===== config.mk =====
export PLATFORM = sky130hd
export DESIGN_NAME = fp_align_unpack
export DESIGN_NICKNAME = d
export VERILOG_FILES = /design/src/rtl/fp_align_unpack.sv
export SDC_FILE = /design/constraint.sdc
export NUM_CORES = 1
export LEC_CHECK = 0
export CELL_PAD_IN_SITES_DETAIL_PLACEMENT = 1
export CELL_PAD_IN_SITES_GLOBAL_PLACEMENT = 1
export CORE_MARGIN = 1.5
export CORE_UTILIZATION = 38
export DETAILED_ROUTE_END_ITERATION = 6
export GPL_TIMING_DRIVEN = 0
export PLACE_DENSITY_LB_ADDON = 0.1
export REMOVE_ABC_BUFFERS = 1
export SLEW_MARGIN = 30
export SYNTH_ARGS = -nofsm -noshare
export SYNTH_HDL_FRONTEND = slang
export SYNTH_SLANG_ARGS = --single-unit

===== constraint.sdc =====
create_clock -name clk -period 4.1 [get_ports clk]
set_input_delay 0.41 -clock clk [delete_from_list [all_inputs] [get_ports clk]]
set_output_delay 0.41 -clock clk [all_outputs]
set_load 0.05 [all_outputs]

===== src/rtl/fp_align_unpack.sv =====
// FPU add/sub front end: unpacks two single-precision operands, orders them by magnitude and
// aligns the smaller mantissa to the larger exponent with guard/round/sticky, over two pipeline stages.
module fp_align_unpack #(
    parameter int EXP_W  = 8,
    parameter int FRAC_W = 23
) (
    input  logic                      clk,
    input  logic                      rst,
    input  logic                      in_valid,
    output logic                      in_ready,
    input  logic [EXP_W+FRAC_W:0]     in_a,
    input  logic [EXP_W+FRAC_W:0]     in_b,
    input  logic                      in_op,
    output logic                      out_valid,
    input  logic                      out_ready,
    output logic [FRAC_W+4:0]         out_mant_l,
    output logic [FRAC_W+4:0]         out_mant_s,
    output logic [EXP_W-1:0]          out_exp,
    output logic                      out_sign,
    output logic                      out_eff_sub,
    output logic                      out_swapped,
    output logic                      out_nan,
    output logic                      out_inf
);

    localparam int W       = EXP_W + FRAC_W + 1;
    localparam int MW      = FRAC_W + 5;
    localparam int SH_BITS = $clog2(MW);

    localparam logic [EXP_W-1:0] EXP_ONE = {{(EXP_W-1){1'b0}}, 1'b1};

    // operand fields
    logic                sign_a;
    logic                sign_b_eff;
    logic [EXP_W-1:0]    exp_a;
    logic [EXP_W-1:0]    exp_b;
    logic [EXP_W-1:0]    exp_a_eff;
    logic [EXP_W-1:0]    exp_b_eff;
    logic [FRAC_W-1:0]   frac_a;
    logic [FRAC_W-1:0]   frac_b;
    logic [MW-1:0]       mant_a;
    logic [MW-1:0]       mant_b;
    logic                a_nan;
    logic                a_inf;
    logic                b_nan;
    logic                b_inf;
    logic                b_larger;

    // stage-1 candidate values
    logic [MW-1:0]       c_mant_l;
    logic [MW-1:0]       c_mant_s;
    logic [EXP_W-1:0]    c_exp_l;
    logic [EXP_W-1:0]    c_exp_s;
    logic [EXP_W-1:0]    c_diff;
    logic                c_sign;
    logic                c_eff_sub;
    logic                c_nan;
    logic                c_inf;

    // stage-1 registers
    logic                s1_valid_q,   s1_valid_d;
    logic [MW-1:0]       s1_mant_l_q,  s1_mant_l_d;
    logic [MW-1:0]       s1_mant_s_q,  s1_mant_s_d;
    logic [EXP_W-1:0]    s1_exp_q,     s1_exp_d;
    logic [EXP_W-1:0]    s1_diff_q,    s1_diff_d;
    logic                s1_sign_q,    s1_sign_d;
    logic                s1_eff_sub_q, s1_eff_sub_d;
    logic                s1_swapped_q, s1_swapped_d;
    logic                s1_nan_q,     s1_nan_d;
    logic                s1_inf_q,     s1_inf_d;

    // stage-2 (output) registers
    logic                out_valid_q,   out_valid_d;
    logic [MW-1:0]       out_mant_l_q,  out_mant_l_d;
    logic [MW-1:0]       out_mant_s_q,  out_mant_s_d;
    logic [EXP_W-1:0]    out_exp_q,     out_exp_d;
    logic                out_sign_q,    out_sign_d;
    logic                out_eff_sub_q, out_eff_sub_d;
    logic                out_swapped_q, out_swapped_d;
    logic                out_nan_q,     out_nan_d;
    logic                out_inf_q,     out_inf_d;

    // alignment shifter
    logic [MW-1:0]       al_val;
    logic                al_sticky;
    logic [EXP_W-1:0]    al_diff_bits;
    logic                al_diff_big;
    logic [MW-1:0]       al_mant_s;

    logic                s1_adv;
    logic                in_fire;

    assign s1_adv   = !out_valid_q || out_ready;
    assign in_ready = !s1_valid_q || s1_adv;
    assign in_fire  = in_valid && in_ready;

    assign sign_a     = in_a[W-1];
    assign sign_b_eff = in_b[W-1] ^ in_op;
    assign exp_a      = in_a[W-2 -: EXP_W];
    assign exp_b      = in_b[W-2 -: EXP_W];
    assign frac_a     = in_a[FRAC_W-1:0];
    assign frac_b     = in_b[FRAC_W-1:0];

    // Zero exponent encodes denormals/zero: no hidden bit, effective exponent of one.
    assign exp_a_eff = (exp_a == '0) ? EXP_ONE : exp_a;
    assign exp_b_eff = (exp_b == '0) ? EXP_ONE : exp_b;
    assign mant_a    = {1'b0, |exp_a, frac_a, 3'b000};
    assign mant_b    = {1'b0, |exp_b, frac_b, 3'b000};

    assign a_nan = (&exp_a) && (frac_a != '0);
    assign a_inf = (&exp_a) && (frac_a == '0);
    assign b_nan = (&exp_b) && (frac_b != '0);
    assign b_inf = (&exp_b) && (frac_b == '0);

    // Raw {exp, frac} ordering is magnitude ordering; equal magnitudes leave A as the larger.
    assign b_larger = {exp_b, frac_b} > {exp_a, frac_a};

    always_comb begin
        c_mant_l  = b_larger ? mant_b    : mant_a;
        c_mant_s  = b_larger ? mant_a    : mant_b;
        c_exp_l   = b_larger ? exp_b_eff : exp_a_eff;
        c_exp_s   = b_larger ? exp_a_eff : exp_b_eff;
        c_diff    = c_exp_l - c_exp_s;
        c_eff_sub = sign_a ^ sign_b_eff;
        c_nan     = a_nan || b_nan || (a_inf && b_inf && c_eff_sub);
        c_inf     = !c_nan && (a_inf || b_inf);
        if (c_inf) begin
            c_sign = a_inf ? sign_a : sign_b_eff;
        end else begin
            c_sign = b_larger ? sign_b_eff : sign_a;
        end
    end

    always_comb begin
        s1_valid_d   = s1_valid_q;
        s1_mant_l_d  = s1_mant_l_q;
        s1_mant_s_d  = s1_mant_s_q;
        s1_exp_d     = s1_exp_q;
        s1_diff_d    = s1_diff_q;
        s1_sign_d    = s1_sign_q;
        s1_eff_sub_d = s1_eff_sub_q;
        s1_swapped_d = s1_swapped_q;
        s1_nan_d     = s1_nan_q;
        s1_inf_d     = s1_inf_q;
        if (in_ready) begin
            s1_valid_d = in_fire;
        end
        if (in_fire) begin
            s1_mant_l_d  = c_mant_l;
            s1_mant_s_d  = c_mant_s;
            s1_exp_d     = c_exp_l;
            s1_diff_d    = c_diff;
            s1_sign_d    = c_sign;
            s1_eff_sub_d = c_eff_sub;
            s1_swapped_d = b_larger;
            s1_nan_d     = c_nan;
            s1_inf_d     = c_inf;
        end
    end

    // Logarithmic right shifter; each stage ORs the bits it drops into the sticky bit.
    always_comb begin
        al_val       = s1_mant_s_q;
        al_sticky    = 1'b0;
        al_diff_bits = s1_diff_q;
        for (int k = 0; k < SH_BITS; k++) begin
            if (al_diff_bits[0]) begin
                al_sticky = al_sticky | (|(al_val & ~({MW{1'b1}} << (1 << k))));
                al_val    = al_val >> (1 << k);
            end
            al_diff_bits = al_diff_bits >> 1;
        end
        al_diff_big = {{(32-EXP_W){1'b0}}, s1_diff_q} >= MW;
        if (al_diff_big) begin
            al_mant_s = {{(MW-1){1'b0}}, |s1_mant_s_q};
        end else begin
            al_mant_s = {al_val[MW-1:1], al_val[0] | al_sticky};
        end
    end

    always_comb begin
        out_valid_d   = out_valid_q;
        out_mant_l_d  = out_mant_l_q;
        out_mant_s_d  = out_mant_s_q;
        out_exp_d     = out_exp_q;
        out_sign_d    = out_sign_q;
        out_eff_sub_d = out_eff_sub_q;
        out_swapped_d = out_swapped_q;
        out_nan_d     = out_nan_q;
        out_inf_d     = out_inf_q;
        if (s1_adv) begin
            out_valid_d = s1_valid_q;
        end
        if (s1_adv && s1_valid_q) begin
            out_mant_l_d  = s1_mant_l_q;
            out_mant_s_d  = al_mant_s;
            out_exp_d     = s1_exp_q;
            out_sign_d    = s1_sign_q;
            out_eff_sub_d = s1_eff_sub_q;
            out_swapped_d = s1_swapped_q;
            out_nan_d     = s1_nan_q;
            out_inf_d     = s1_inf_q;
        end
    end

    always_ff @(posedge clk or posedge rst) begin
        if (rst) begin
            s1_valid_q    <= 1'b0;
            s1_mant_l_q   <= '0;
            s1_mant_s_q   <= '0;
            s1_exp_q      <= '0;
            s1_diff_q     <= '0;
            s1_sign_q     <= 1'b0;
            s1_eff_sub_q  <= 1'b0;
            s1_swapped_q  <= 1'b0;
            s1_nan_q      <= 1'b0;
            s1_inf_q      <= 1'b0;
            out_valid_q   <= 1'b0;
            out_mant_l_q  <= '0;
            out_mant_s_q  <= '0;
            out_exp_q     <= '0;
            out_sign_q    <= 1'b0;
            out_eff_sub_q <= 1'b0;
            out_swapped_q <= 1'b0;
            out_nan_q     <= 1'b0;
            out_inf_q     <= 1'b0;
        end else begin
            s1_valid_q    <= s1_valid_d;
            s1_mant_l_q   <= s1_mant_l_d;
            s1_mant_s_q   <= s1_mant_s_d;
            s1_exp_q      <= s1_exp_d;
            s1_diff_q     <= s1_diff_d;
            s1_sign_q     <= s1_sign_d;
            s1_eff_sub_q  <= s1_eff_sub_d;
            s1_swapped_q  <= s1_swapped_d;
            s1_nan_q      <= s1_nan_d;
            s1_inf_q      <= s1_inf_d;
            out_valid_q   <= out_valid_d;
            out_mant_l_q  <= out_mant_l_d;
            out_mant_s_q  <= out_mant_s_d;
            out_exp_q     <= out_exp_d;
            out_sign_q    <= out_sign_d;
            out_eff_sub_q <= out_eff_sub_d;
            out_swapped_q <= out_swapped_d;
            out_nan_q     <= out_nan_d;
            out_inf_q     <= out_inf_d;
        end
    end

    assign out_valid   = out_valid_q;
    assign out_mant_l  = out_mant_l_q;
    assign out_mant_s  = out_mant_s_q;
    assign out_exp     = out_exp_q;
    assign out_sign    = out_sign_q;
    assign out_eff_sub = out_eff_sub_q;
    assign out_swapped = out_swapped_q;
    assign out_nan     = out_nan_q;
    assign out_inf     = out_inf_q;

endmodule

==> run metrics <==
Routed WL 25400 um; critical path arrival 4.30 ns; initial antenna violation count 0; HP Start in_a[15]; Pwr Total 6300 uW; # IOs 140; Post-DP HPWL 18400 um; root buffer cell clkbuf_16; Ant. Diodes 0; largest net degree at the start of global routing 95; LEAKAGE 0.00486 uW; Data required, critical path 4.46 ns; crit path launch in_a[6]; dpl ws -1.47 ns; Int Power 3750 uW; core area 21200 um2; Buffers on Ports 134; period utilisation layout 0.962; Clk pin slew, worst setup/hold paths 0.06 ns; CP Launch Type primary input; vias in the first global route 7305; CP Capture Type register; Final setup violation count 0; Synth warnings 0; Residual DRC 0; post-route ant nets 0; R2R Path Start s1_diff_q[2]; worst vdd ir 0.314 mV; H-tree levels 4; PD cells 578 nW/um2; Setup Skew 0.00696 ns; total CTS buffers 17; TritonCTS Sinks 135; Seq/Total Area, Yosys 0.406; DRT Pass-1 Iters 4; CTS Hold Bufs 0; fin worst setup slack 0.158 ns; Synth Area per Inst 9.89 um2; outcome finished clean; via-per-instance ratio 5.57; post-synth cell types 52; DR vias 6989; Worst slew margin 0.462; max-cap viol count 0; fin. max-slew vios 0; Worst-Margin Slew 0.807 ns; Post-Synthesis Cells 841; GRT Overall Usage 0.230; die area 22800 um2; Syn Std Cell Area 8320 um2; dpl cells 1207; sequential power share 0.312; ys flop type dfrtp_1; CTS max path bufs 2; FF+latch count, synth 135; worst skew pair latency 0.43 ns; Core Util, Final 0.514; Placement Rows 53; CP Max Fanout 7; Chip Width 151 um; Gate power share 0.425; DR iter-0 viols 338; routability cong. 0.891; Sw Pwr 2540 uW; area delta synth->final 31.1%; first-pass GRT wire length 40800 um; starting density of the core 0.392; Post-synth EDFFs 0; Tightest Hold Check Type in -> reg; asr flop ratio synth 1.00; Final nets 1074; CTS tree yes; Clk pwr share 0.263; Layout Cells excl Fill 1254; worst hold slack 0.353 ns; GR Overflow Total 0; fmax 254 MHz; minimum clock period 3.94 ns; Die H 151 um; WL/cell 20.2 um; layout cell share with drive strength beyond 1 0.175; crit path kind in -> reg; final hold vios 0; sw frac 0.404
## power groups by stage
stage               sequential (uW)  combinational, uW  clock (uW)
floorplan                      2500               1190           0
global placement               1990               2540           0
detailed placement             1990               2620           0
CTS                            1970               2660        1690
global route                   2030               2870        1740
finish                         1970               2680        1660
## stage by stage
stage	instance area (um2)	TNS, ns
CTS	10800	0
finish	10900	0
global route	10900	-0.0267
detailed placement	10000	-7.37
global placement	9760	-540.12
floorplan	8070	-138.10
## metal layers
layer,part of all wire,up-vias,GRT usage
met4,0.014,0,0.0670
met2,0.50,139,0.378
li1,-,3286,-
met1,0.46,3537,0.314
met3,0.035,27,0.0373
met5,0,-,0
## final cells by class
class                   count  area, um2
clock buffers              18        429
clock inverters            14        199
fillers                  2339      10300
inverters                  40        158
multi-input cells         615       4760
flip-flops and latches    135       3380
well taps                 275        344
repair buffers            157       1620
## cells by family (layout without fill, tap and decap cells)
| logic type | Yosys count | after routing | synth area share |
|---|---|---|---|
| simple gates | 229 | 229 | 0.127 |
| flops | 135 | 135 | 0.406 |
| xor+xnor | 7 | 7 | 0.00737 |
| other cells | 1 | 5 | 0.000451 |
| mux | 155 | 155 | 0.224 |
| fa+ha+maj | 39 | 39 | 0.0596 |
| compound gates | 180 | 180 | 0.126 |
| buf+inv | 95 | 229 | 0.0491 |
## critical path: stages
cell and delay, ns:
clkdlybuf4s50_1 0.61, inv_1 0.08, ha_1 0.31, o21ai_0 0.09
nor2_1 0.09, o31ai_4 0.29, a311oi_2 0.17, o21ai_4 0.22
clkbuf_16 0.19, mux2i_4 0.24, inv_1 0.07, ha_1 0.29
nor2b_1 0.13, o21ai_1 0.16, a21boi_1 0.10, o21ai_1 0.17
a21oi_1 0.10, or4_1 0.46, nand3_1 0.09
## cell usage in the layout, fill, tap and decap left out, types with 12 or more instances in the layout
cell type          n
dlygate4sd2_1     14
mux2_1            13
inv_1             39
nor4_1            15
a21oi_1           38
dfrtp_1          131
clkdlybuf4s50_1   97
clkbuf_16         18
nand2_1          111
o21ai_1           35
o21ai_0           59
mux4_2            18
nand4_1           18
nor2_1            35
buf_4             13
mux2_2            53
nand3_1           12
clkbuf_2          13
ha_1              28
mux2i_1           69
## state kept, by name, indices dropped and copies added, names as in the netlist
name and flops:
out_sign 1, s1_swapped_q 1, out_eff_sub 1, s1_mant_l_q 24, s1_diff_q 8, out_inf 1, s1_exp_q 8, out_mant_s 27
out_swapped 1, s1_eff_sub_q 1, out_nan 1, out_mant_l 24, out_exp 8, s1_sign_q 1, s1_inf_q 1, out_valid 1
s1_mant_s_q 24, s1_nan_q 1, s1_valid_q 1
## cells in the mapped netlist (all sizes together), types with 4 or more instances
| cell | count | area share |
|---|---|---|
| mux4 | 18 | 0.049 |
| ha | 38 | 0.057 |
| nand2b | 4 | 0.0030 |
| or4 | 5 | 0.0045 |
| o211ai | 4 | 0.0036 |
| nor2b | 7 | 0.0053 |
| a22oi | 6 | 0.0054 |
| xnor2 | 4 | 0.0042 |
| nand4 | 18 | 0.014 |
| o31ai | 6 | 0.0060 |
| a21oi | 39 | 0.023 |
| mux2i | 70 | 0.084 |
| buf | 28 | 0.019 |
| nor4 | 16 | 0.012 |
| o21ai | 96 | 0.058 |
| nand3 | 12 | 0.0072 |
| a211oi | 5 | 0.0045 |
| nor3 | 9 | 0.0054 |
| inv | 40 | 0.018 |
| nor2 | 35 | 0.016 |
| a21o | 4 | 0.0036 |
| dfrtp | 135 | 0.41 |
| clkbuf | 27 | 0.012 |
| a22o | 7 | 0.0074 |
| mux2 | 67 | 0.091 |
| nand2 | 113 | 0.051 |
## repair_timing
item	in CTS	in global routing
setup endpoints to repair	7	3
resized for setup	45	50
buffers inserted	5	8
pin swaps	8	13
cloned	1	1
## worst paths after layout
check                           slack, ns               to  depth (start not counted)
worst min-delay path                 0.35  s1_mant_s_q[18]                          3
worst max-delay path                 0.16     s1_diff_q[7]                         19
worst max register to register       1.13    out_mant_s[0]                          7
max in group asynchronous            2.94     s1_diff_q[1]                          3
min in group asynchronous            0.36    out_mant_l[5]                          2
worst min register to register       0.48  s1_mant_l_q[20]                          2
Power figures use the tool's default switching activity.
